**src/rtl/seq_bit_tx.sv**
```systemverilog
// seq_bit_tx: serial pattern transmitter.
// On an accepted start it latches a pattern word and shifts the low len bits
// out MSB-first on out_bit, one bit every BIT_DIV clocks. A guard gap of
// GAP_BITS zero bit-periods follows each frame so a downstream sequence
// detector can return to idle. done pulses for one cycle on the first cycle
// back in IDLE.
// Optional build macro SEQ_TX_PARITY_EN appends one even-parity bit after the
// data bits, before the guard gap.
// All outputs are registered. reset is asynchronous and active-low.
module seq_bit_tx #(
  parameter int NBITS    = 8,
  parameter int LEN_W    = 3,
  parameter int BIT_DIV  = 1,
  parameter int GAP_BITS = 2
) (
  input  logic             clk_2,
  input  logic             reset,
  input  logic             start,
  input  logic [NBITS-1:0] pattern,
  input  logic [LEN_W-1:0] len,
  output logic             out_bit,
  output logic             busy,
  output logic             done,
  output logic             bit_strobe
);

  // Divider counts 0..BIT_DIV-1; BIT_DIV=1 leaves a 1-bit counter stuck at 0,
  // so every clock is a wrap and each bit lasts exactly one cycle.
  localparam int DIV_W = (BIT_DIV > 1) ? $clog2(BIT_DIV) : 1;
  localparam logic [DIV_W-1:0] DIV_LAST = DIV_W'(BIT_DIV - 1);

  // Gap counter counts 0..GAP_BITS*BIT_DIV-1. With GAP_BITS=0 the GAP state
  // is never entered and the counter stays at 0.
  localparam int GAP_CLKS = GAP_BITS * BIT_DIV;
  localparam int GAP_W    = (GAP_CLKS > 1) ? $clog2(GAP_CLKS) : 1;
  localparam logic [GAP_W-1:0] GAP_LAST = GAP_W'((GAP_CLKS > 0) ? GAP_CLKS - 1 : 0);

  typedef enum logic [1:0] {
    S_IDLE = 2'd0,
    S_SEND = 2'd1,
    S_GAP  = 2'd2
`ifdef SEQ_TX_PARITY_EN
    ,
    S_PAR  = 2'd3
`endif
  } state_t;

  state_t           state,   state_nx;
  logic [NBITS-1:0] shreg,   shreg_nx;
  logic [LEN_W-1:0] idx,     idx_nx;
  logic [DIV_W-1:0] div_cnt, div_nx;
  logic [GAP_W-1:0] gap_cnt, gap_nx;
  logic             out_nx;
  logic             busy_nx;
  logic             done_nx;
  logic             strobe_nx;
  logic [LEN_W-1:0] start_idx;
  logic [LEN_W-1:0] idx_m1;
`ifdef SEQ_TX_PARITY_EN
  logic             parity,  parity_nx;
`endif

  // Index of the first (most significant) bit to send; len=0 means NBITS.
  function automatic logic [LEN_W-1:0] first_idx(input logic [LEN_W-1:0] l);
    if (l == '0)
      return LEN_W'(NBITS - 1);
    else
      return l - 1'b1;
  endfunction

`ifdef SEQ_TX_PARITY_EN
  // Even parity over the low len bits of the word (len=0 means all NBITS).
  function automatic logic frame_parity(input logic [NBITS-1:0] d,
                                        input logic [LEN_W-1:0] l);
    logic p;
    int   n;
    p = 1'b0;
    n = (l == '0) ? NBITS : int'(l);
    for (int i = 0; i < NBITS; i++) begin
      if (i < n)
        p = p ^ d[i];
    end
    return p;
  endfunction
`endif

  assign start_idx = first_idx(len);
  assign idx_m1    = idx - 1'b1;

  // State register and all registered outputs; reset aborts any frame at once.
  always_ff @(posedge clk_2 or negedge reset) begin
    if (!reset) begin
      state      <= S_IDLE;
      shreg      <= '0;
      idx        <= '0;
      div_cnt    <= '0;
      gap_cnt    <= '0;
      out_bit    <= 1'b0;
      busy       <= 1'b0;
      done       <= 1'b0;
      bit_strobe <= 1'b0;
`ifdef SEQ_TX_PARITY_EN
      parity     <= 1'b0;
`endif
    end else begin
      state      <= state_nx;
      shreg      <= shreg_nx;
      idx        <= idx_nx;
      div_cnt    <= div_nx;
      gap_cnt    <= gap_nx;
      out_bit    <= out_nx;
      busy       <= busy_nx;
      done       <= done_nx;
      bit_strobe <= strobe_nx;
`ifdef SEQ_TX_PARITY_EN
      parity     <= parity_nx;
`endif
    end
  end

  // Next-state and next-output logic; values describe the following cycle.
  always_comb begin
    state_nx  = state;
    shreg_nx  = shreg;
    idx_nx    = idx;
    div_nx    = div_cnt;
    gap_nx    = gap_cnt;
    out_nx    = out_bit;
    busy_nx   = busy;
    done_nx   = 1'b0;
    strobe_nx = 1'b0;
`ifdef SEQ_TX_PARITY_EN
    parity_nx = parity;
`endif

    unique case (state)
      S_IDLE: begin
        out_nx  = 1'b0;
        busy_nx = 1'b0;
        if (start) begin
          // Latch the frame; the first data bit is visible next cycle.
          state_nx  = S_SEND;
          shreg_nx  = pattern;
          idx_nx    = start_idx;
          div_nx    = '0;
          out_nx    = pattern[start_idx];
          busy_nx   = 1'b1;
          strobe_nx = 1'b1;
`ifdef SEQ_TX_PARITY_EN
          parity_nx = frame_parity(pattern, len);
`endif
        end
      end

      S_SEND: begin
        if (div_cnt == DIV_LAST) begin
          div_nx = '0;
          if (idx != '0) begin
            idx_nx    = idx_m1;
            out_nx    = shreg[idx_m1];
            strobe_nx = 1'b1;
          end else begin
`ifdef SEQ_TX_PARITY_EN
            // Last data bit finished: send the parity bit next.
            state_nx  = S_PAR;
            out_nx    = parity;
            strobe_nx = 1'b1;
`else
            if (GAP_CLKS > 0) begin
              state_nx = S_GAP;
              gap_nx   = '0;
              out_nx   = 1'b0;
            end else begin
              state_nx = S_IDLE;
              out_nx   = 1'b0;
              busy_nx  = 1'b0;
              done_nx  = 1'b1;
            end
`endif
          end
        end else begin
          div_nx = div_cnt + 1'b1;
        end
      end

`ifdef SEQ_TX_PARITY_EN
      S_PAR: begin
        if (div_cnt == DIV_LAST) begin
          div_nx = '0;
          if (GAP_CLKS > 0) begin
            state_nx = S_GAP;
            gap_nx   = '0;
            out_nx   = 1'b0;
          end else begin
            state_nx = S_IDLE;
            out_nx   = 1'b0;
            busy_nx  = 1'b0;
            done_nx  = 1'b1;
          end
        end else begin
          div_nx = div_cnt + 1'b1;
        end
      end
`endif

      S_GAP: begin
        out_nx = 1'b0;
        if (gap_cnt == GAP_LAST) begin
          // Guard gap over: first IDLE cycle carries the done pulse.
          state_nx = S_IDLE;
          gap_nx   = '0;
          busy_nx  = 1'b0;
          done_nx  = 1'b1;
        end else begin
          gap_nx = gap_cnt + 1'b1;
        end
      end

      default: begin
        state_nx = S_IDLE;
        out_nx   = 1'b0;
        busy_nx  = 1'b0;
      end
    endcase
  end

endmodule

```
**config.mk**
```make
export PLATFORM = sky130hd
export DESIGN_NAME = seq_bit_tx
export DESIGN_NICKNAME = d
export VERILOG_FILES = /design/src/rtl/seq_bit_tx.sv
export SDC_FILE = /design/constraint.sdc
export NUM_CORES = 1
export LEC_CHECK = 0
export BUFFER_PORTS_ARGS = -buffer_cell sky130_fd_sc_hd__buf_2
export CORE_UTILIZATION = 30
export DETAILED_ROUTE_END_ITERATION = 8
export GPL_TIMING_DRIVEN = 0
export HOLD_SLACK_MARGIN = 0.06
export PLACE_DENSITY = 0.56
export SYNTH_ARGS = -nofsm -noshare
export SYNTH_HDL_FRONTEND = slang
export SYNTH_SLANG_ARGS = --single-unit
```
**constraint.sdc**
```tcl
create_clock -name clk_2 -period 1.7 [get_ports clk_2]
set_input_delay 0.255 -clock clk_2 [delete_from_list [all_inputs] [get_ports clk_2]]
set_output_delay 0.255 -clock clk_2 [all_outputs]
set_load 0.05 [all_outputs]
```
## After elaboration in Yosys (flattened, before gate mapping)

Cells that the tools add are included.

- Add/sub/neg operators: 4
- Order comparisons: 2
- Equality and inequality tests: 7
- Mux-type cells: 33
- Reductions and logical operators: 11
- Bitwise logic cells: 1

Operators with widths:

| cell | count |
|---|---|
| 2-to-1 mux 1 bit | 16 |
| 2-to-1 mux 3 bit | 4 |
| != test 2 bit (second input constant) | 5 |
| less-than comparator 3 x 4 -> 1 bit (second input constant) | 2 |
| 2-to-1 mux 2 bit | 4 |
| case mux 1 bit (2 select lines) | 4 |
| AND reduction 4 bit | 2 |
| binary-select mux 1 bit (select 3 bit) | 2 |
| case mux 2 bit (3 select lines) | 1 |
| case mux 3 bit (2 select lines) | 1 |
| AND reduction 2 bit | 3 |
| subtractor 3 x 1 -> 3 bit (second input constant) | 2 |
| nonzero test 2 bit | 2 |
| logical NOT 3 bit | 1 |
| case mux 1 bit (3 select lines) | 1 |
| AND reduction 3 bit | 1 |
| nonzero test 3 bit | 1 |
| adder 1 bit (second input constant) | 2 |
| equality test 2 x 1 -> 1 bit (second input constant) | 1 |
| equality test 2 bit (second input constant) | 1 |
| logical NOT 2 bit | 1 |
| NOT 1 bit | 1 |

- Word-level logic and storage cells: 67
- Output and inout bits: 4
- Input bits: 14
- Bits in registers: 19

## Depth between registers and ports, before layout

Gate-level depths: netlist of the first run.

- Depth in word-level cells: 6
- Mapped depth: 7
- Gate-level depth less buffers: 7

## Worst setup path after synthesis of the first run

Ideal clock, no wire load.

- Path kind: register to register
- From: register idx[0]
- To: register out_bit
- Arrival time: 1343 ps
- Data required time: 1578 ps
- Path slack: 235 ps
- Cell stages (with the launch flop): 7
- Setup time: 122 ps
- Path buffers: 0
- Clock period less this slack: 1465 ps
- Cell sequence: dfrtp_1 -> inv_1 -> ha_1 -> mux4_1 -> o21ai_2 -> nand2_1 -> a32o_1

- Cells in the longest elaborated chain, start to end: 6
- Elaborated cells between the ends (all ways): 7
- Classes of those cells: 1 x add/sub; 5 x mux; 1 x reduce/logical

Ends and longest elaborated chain:

| item | RTL line | text |
|---|---|---|
| from (decl) | 50 | `logic [LEN_W-1:0] idx, idx_nx;` |
| from (signal assigned) | 108 | `idx <= idx_nx;` |
| subtractor 3 x 1 -> 3 bit | 88 | `assign idx_m1 = idx - 1'b1;` |
| binary-select mux 1 bit (select 3 bit) | 160 | `out_nx = shreg[idx_m1];` |
| 2-to-1 mux 1 bit (implied by the code) | 160 |  |
| 2-to-1 mux 1 bit (*) | 158 | `if (idx != '0) begin` |
| 2-to-1 mux 1 bit (*) | 156 | `if (div_cnt == DIV_LAST) begin` |
| case mux 1 bit (2 select lines) (*) | 136 | `unique case (state)` |
| via out_nx | 53 | `logic out_nx;` |
| to (signal assigned) | 111 | `out_bit <= out_nx;` |
| to (decl) | 21 | `output logic out_bit,` |

Mark *: on every way through the listed nets, which the timed path passes. The rest lies on a longest branch. The select of a mux whose other input is x is not followed.
A chain may end at the register's enable or synchronous reset.

## Worst setup path after layout of the first run

Ends and elaborated chain as after synthesis.

==> results of run 1 <==
## synth_stat cells (all sizes together), types with 2 or more instances
master / count
nor3b: 2
nand2b: 4
a21o: 3
ha: 4
mux2: 8
inv: 7
mux2i: 4
o21ai: 8
nand2: 6
dfrtp: 18
a21oi: 3
nor2: 4
mux4: 2
buf: 3
nor2b: 4
## cells by family after synthesis
kind of cell               count (synthesis)
and+or+nand+nor                           25
buffers and inverters                     10
AOI/OAI and AO/OA                         20
adders and majority gates                  4
DFF                                       18
muxes                                     14
## metal layers
metal	wire length, um	global-route usage (%)
met4	13	2.99
met5	0	0
met2	885	20.8
met3	70	3.90
met1	882	14.2
## registers in the layout (all words and copies together) (netlist names)
name and count:
bit_strobe 1, busy 1, done 1, gap_cnt 1, idx 3, out_bit 1, shreg 8, state 2
## stage by stage
step           total power [mW]  setup WS, ps  util, %  hold slack, ps
6_report                   2.04          91.8     38.4             193
3_5_place_dp               1.80         -5.82     36.8             203
3_3_place_gp               1.78          23.6     36.8             198
2_1_floorplan              1.57           235        -           -40.6
5_1_grt                    2.23          8.63     38.4             180
4_1_cts                    2.07          13.8     38.3             185
## critical path, stage by stage (launching register included)
cell	delay (ps)
dfrtp_2	430
inv_1	90
ha_1	330
mux4_1	280
o21ai_1	90
nand2_1	70
a32o_1	210
## report_power, final
| part | switching [mW] | leakage, nW | internal (mW) | total [mW] |
|---|---|---|---|---|
| Clock | 0.131 | 0.0210 | 0.130 | 0.261 |
| Combinational | 0.529 | 0.331 | 0.478 | 1.01 |
| Sequential | 0.144 | 0.216 | 0.632 | 0.775 |
| Total | 0.804 | 0.568 | 1.24 | 2.04 |
## worst min path at each step
stage               startpoint          to
floorplan                reset  bit_strobe
global placement         reset  bit_strobe
detailed placement       reset  bit_strobe
CTS                 pattern[4]    shreg[4]
global route        pattern[2]    shreg[2]
finish              pattern[4]    shreg[4]
## cell type report
cell class / instances / area [um2] / area share [%]
buffer: 3 / 20.0 / 1.67
clock buffer: 4 / 36.3 / 3.02
inverter: 7 / 26.3 / 2.19
multi-input combinational: 63 / 515 / 43.0
sequential: 18 / 452 / 37.6
tap: 44 / 55.1 / 4.59
timing repair buffer: 18 / 95.1 / 7.92
## repair_timing
item	CTS	global route
gates resized for setup	0	1
setup endpoints to repair	0	1
hold buffers	1	0
endpoints found under the hold margin	18	0
==> impl_metrics.csv, run 1 <==
group,metric,value,unit
min_path,holdCritPathClass,"input port to flop",
clock_tree,cts_made_buffers,3,
clock_tree,htreeDepth,1,
detailed_routing,drtAntennaViolNets,0,
floorplan,ios,18,
logic_synthesis,netlist_area,1010,um2
floorplan,initial_core_util,32.4,%
sta,rsz0062_at_grt,"false",
clock_tree,cts-root-buf,"clkbuf_4",
clock_tree,post_cts_buffers,0,
logic_synthesis,muxShareOfSynthArea,18.0,%
placed_design,place_congestion,0.792,
floorplan,die-area,3610,um2
logic_synthesis,syn_nets,109,
setup_path,crit_type,"flop to flop",
logic_synthesis,yosysWarnings,0,
sta,fin_setup_tns,0,ps
run_status,status,"completed",
placed_design,dp_hpwl,1510,um
setup_path,endpoint_kind,"flop",
cells_and_area,layout_commonest_cell,"buf_2",
detailed_routing,routed_via_density,4.69,
logic_synthesis,synth-seq-cells,18,
placed_design,placed_cells,152,
sta,clock.fmax,622,MHz
detailed_routing,drt-total-wl,1850,um
sta,setup_violations,0,
cells_and_area,nFillCells,317,
setup_path,reg2reg_slack,90,ps
global_routing,antenna_found_initial,0,
logic_synthesis,avgSynthCellArea,11.1,um2
clock_tree,tritoncts,"built",
setup_path,timing.rr.end,"out_bit",
flow_run,maxCapViolations,0,
cells_and_area,diodes,0,
setup_path,cp_data_required_time,1880,ps
clock_tree,cts_buffer_depth,2,
logic_synthesis,synth_top_area_cell,"dfrtp_1",
logic_synthesis,synth_edf_count,0,
sta,relSlewSlack,73.5,%
global_routing,gr-total-overflow,0,
global_routing,grt_pass1_vias,717,
setup_path,r2r-start,"idx[0]",
cells_and_area,drive_above_1_share,25.7,%
logic_synthesis,synth-simple-area-share,14.2,%
logic_synthesis,synth_xor_xnor_area_share,0,%
floorplan,rows,20,
cells_and_area,syn2layout_area_growth,18.5,%
clock_tree,clock_latency,290,ps
detailed_routing,num_vias,736,
sta,period_minus_slack,1610,ps
setup_path,startpoint_type,"flop",
detailed_routing,dr.pass1.iters,4,
sta,worst_pin_slew,398,ps
cells_and_area,layout.nets,132,
global_routing,grt_max_degree,19,
detailed_routing,wl_per_cell,11.8,um
setup_path,arrival,1790,ps
cells_and_area,stdcell_count,157,
global_routing,track_usage,12.0,%
logic_synthesis,yosysTopAreaCellShare,44.5,%
detailed_routing,drt_iter0_markers,16,
min_path,holdPathStages,2,
logic_synthesis,syn_inst,91,
logic_synthesis,synth.top_cells.by_area,"dfrtp_1, mux2_1, mux4_1",
pwr,power.density,1700,nW/um2
sta,finalHoldViolCount,0,
logic_synthesis,synth_compound_area_share,13.7,%
pwr,leakage,0.568,nW
logic_synthesis,synthAdderAreaFrac,4.94,%
setup_path,reg2reg_depth,6,
pwr,ir_drop,0.508,mV
logic_synthesis,synth_flop_cell,"dfrtp_1",
floorplan,core,3130,um2
logic_synthesis,seq_area_frac_synth,44.5,%
setup_path,path_max_fanout,4,
setup_path,setup.worst_path.end,"out_bit",
sta,fin_worst_skew,0.940,ps
clock_tree,path_clk_slew,100,ps
floorplan,die_y,60.1,um
cells_and_area,final_area,1200,um2
logic_synthesis,synth_cell_types,30,
cells_and_area,layout_common_cells,"buf_2, dfrtp_1, mux2_1",
setup_path,cp-startpoint,"idx[0]",
floorplan,fp.dieW,60.1,um
placed_design,place_area,1150,um2
sta,slew_violations,0,
detailed_routing,drc,0,
logic_synthesis,async_flop_share,100,%
sta,fin_crit_sh,94.6,%
global_routing,grt_pass1_wl,3110,um
logic_synthesis,synth_top_family_by_area,"multiplexers",
clock_tree,cts_num_sinks,18,
placed_design,port-buffer-count,17,
Note: power is estimated with default switching activity, not from simulation.
==> run 2: changes to the inputs <==
- ABC_CLOCK_PERIOD_IN_PS: not set -> 2070
- clock period: 1.7 -> 2.07 ns (I/O delays scaled with it)
==> run 2 against run 1 <==
  * Maximum frequency shrank 3.7%
  * Critical path depth unchanged
  * Clock skew barely moved
  * Register-to-register slack gained 310 ps
==> impl_metrics.csv, run 2 (synthesis results as in run 1) <==
group,metric,value,unit
global_routing,track_usage,12.0,%
clock_tree,path_clk_slew,100,ps
pwr,leakage,0.569,nW
cells_and_area,layout_common_cells,"buf_2, dfrtp_1, mux2_1",
cells_and_area,layout.nets,132,
cells_and_area,final_area,1200,um2
cells_and_area,syn2layout_area_growth,18.4,%
global_routing,grt_pass1_wl,3110,um
setup_path,cp-startpoint,"idx[0]",
floorplan,die-area,3610,um2
setup_path,cpPeakStageDelay,470,ps
placed_design,dp_hpwl,1510,um
cells_and_area,multiInputGateArea,515,um2
sta,finalHoldViolCount,0,
sta,rsz0062_at_grt,"false",
setup_path,endpoint_kind,"flop",
detailed_routing,route.met3.wl,70,um
cells_and_area,diodes,0,
detailed_routing,num_vias,736,
clock_tree,clock_latency,290,ps
setup_path,startpoint_type,"flop",
pwr,ir_drop,0.417,mV
setup_path,worst-path-stages,6,
setup_path,path_cells,"inv_1, ha_1, mux4_1, o21ai_1, nand2_1, a32o_1",
pwr,internal_power,1.02,mW
sta,slew_violations,0,
cells_and_area,drive_above_1_share,24.8,%
clock_tree,cts_buffer_depth,2,
min_path,holdCritPathClass,"input port to flop",
pwr,report.power.total,1.68,mW
cells_and_area,nFillCells,317,
setup_path,slowest_stage,"dfrtp_1",
setup_path,reg2reg_slack,400,ps
setup_path,arrival,1850,ps
setup_path,cpLargestDelayFamily,"flip-flops",
global_routing,grt_max_degree,19,
detailed_routing,dr.pass1.iters,4,
detailed_routing,dr_wl_met2,885,um
run_status,status,"completed",
detailed_routing,m1WireLength,882,um
setup_path,path_max_fanout,4,
sta,relSlewSlack,73.5,%
detailed_routing,drt_iter0_markers,16,
sta,period_minus_slack,1670,ps
pwr,combPwrFrac,49.3,%
cells_and_area,final-seq-area,450,um2
detailed_routing,drt-total-wl,1850,um
clock_tree,cts_num_sinks,18,
flow_run,maxCapViolations,0,
setup_path,r2r-start,"idx[0]",
floorplan,fp.dieW,60.1,um
floorplan,core,3130,um2
clock_tree,cts_made_buffers,3,
sta,fin_worst_skew,0.942,ps
global_routing,gr-total-overflow,0,
floorplan,initial_core_util,32.4,%
placed_design,place_area,1150,um2
pwr,power.density,1400,nW/um2
sta,fin_crit_sh,80.7,%
clock_tree,htreeDepth,1,
setup_path,reg2reg_depth,6,
floorplan,die_y,60.1,um
setup_path,path_buf_inv,1,
pwr,sequentialPowerShare,37.9,%
pwr,p_sw,660,uW
floorplan,ios,18,
global_routing,antenna_found_initial,0,
placed_design,port-buffer-count,17,
setup_path,setup.worst_path.end,"out_bit",
clock_tree,cts-root-buf,"clkbuf_4",
detailed_routing,routed_via_density,4.69,
cells_and_area,largest_reg_flops,8,
cells_and_area,largest-register,"shreg",
sta,worst_pin_slew,398,ps
pwr,switching_share,39.4,%
cells_and_area,largest_registers,"shreg (8), idx (3), state (2)",
pwr,p_clk_share,12.8,%
detailed_routing,drc,0,
detailed_routing,drtAntennaViolNets,0,
detailed_routing,route.top_layer_used,"met4",
setup_path,cp_data_required_time,2250,ps
detailed_routing,wl_per_cell,11.8,um
placed_design,place_congestion,0.792,
setup_path,timing.rr.end,"out_bit",
sta,setup_violations,0,
clock_tree,tritoncts,"built",
global_routing,grt_pass1_vias,717,
sta,fin_setup_tns,0,ps
sta,clock.fmax,599,MHz
setup_path,crit_type,"flop to flop",
floorplan,rows,20,
run 2: metrics by stage:
stage | setup slack [ps] | instances | util [%] | hold WS (ps)
global placement | 363 | 152 | 36.8 | 254
global route | 307 | 157 | 38.3 | 235
CTS | 384 | 157 | 38.3 | 240
floorplan | 562 | 91 | - | 14.9
finish | 400 | 157 | 38.3 | 249
detailed placement | 309 | 152 | 36.8 | 258
run 2: worst register-to-register path, stage by stage (launching register included):
cell and delay (ps):
dfrtp_1 470, inv_1 110, ha_1 340, mux4_1 280, o21ai_1 90, nand2_1 70, a32o_1 210
run 2: how the worst min path moves through the flow:
| stage | from | to | slack (ps) | cells after the start |
|---|---|---|---|---|
| 6_report | pattern[4] | shreg[4] | 250 | 2 |
| 3_5_place_dp | reset | bit_strobe | 260 | 1 |
| 2_1_floorplan | reset | bit_strobe | 10 | 0 |
| 5_1_grt | pattern[2] | shreg[2] | 240 | 2 |
| 4_1_cts | pattern[4] | shreg[4] | 240 | 2 |
| 3_3_place_gp | reset | bit_strobe | 250 | 1 |
run 2: what timing repair did:
action | CTS | global route
gates resized for setup | 0 | 0
hold buffers | 1 | 0
hold endpoints to repair | 18 | 0
setup buffers | 0 | 0
run 2: layer usage:
metal / up-vias / GRT usage [%]
met5: - / 0
li1: 368 / -
met1: 351 / 14.2
met3: 2 / 3.90
met2: 15 / 20.8
met4: 0 / 2.99
run 2: power by group through the flow:
| stage | Clock (mW) | Combinational [mW] | Sequential (mW) |
|---|---|---|---|
| after global routing | 0.244 | 0.921 | 0.660 |
| after detailed placement | 0 | 0.840 | 0.641 |
| after floorplan | 0 | 0.587 | 0.704 |
| after global placement | 0 | 0.825 | 0.634 |
| final | 0.215 | 0.827 | 0.635 |
| after CTS | 0.224 | 0.844 | 0.635 |
run 2: cell type report:
| type | instances | share of cell area [%] |
|---|---|---|
| flip-flops and latches | 18 | 37.6 |
| repair buffers | 18 | 7.93 |
| clock buffers | 4 | 3.03 |
| inverters | 7 | 2.19 |
| well taps | 44 | 4.59 |
| multi-input cells | 63 | 43.0 |
| plain buffers | 3 | 1.67 |
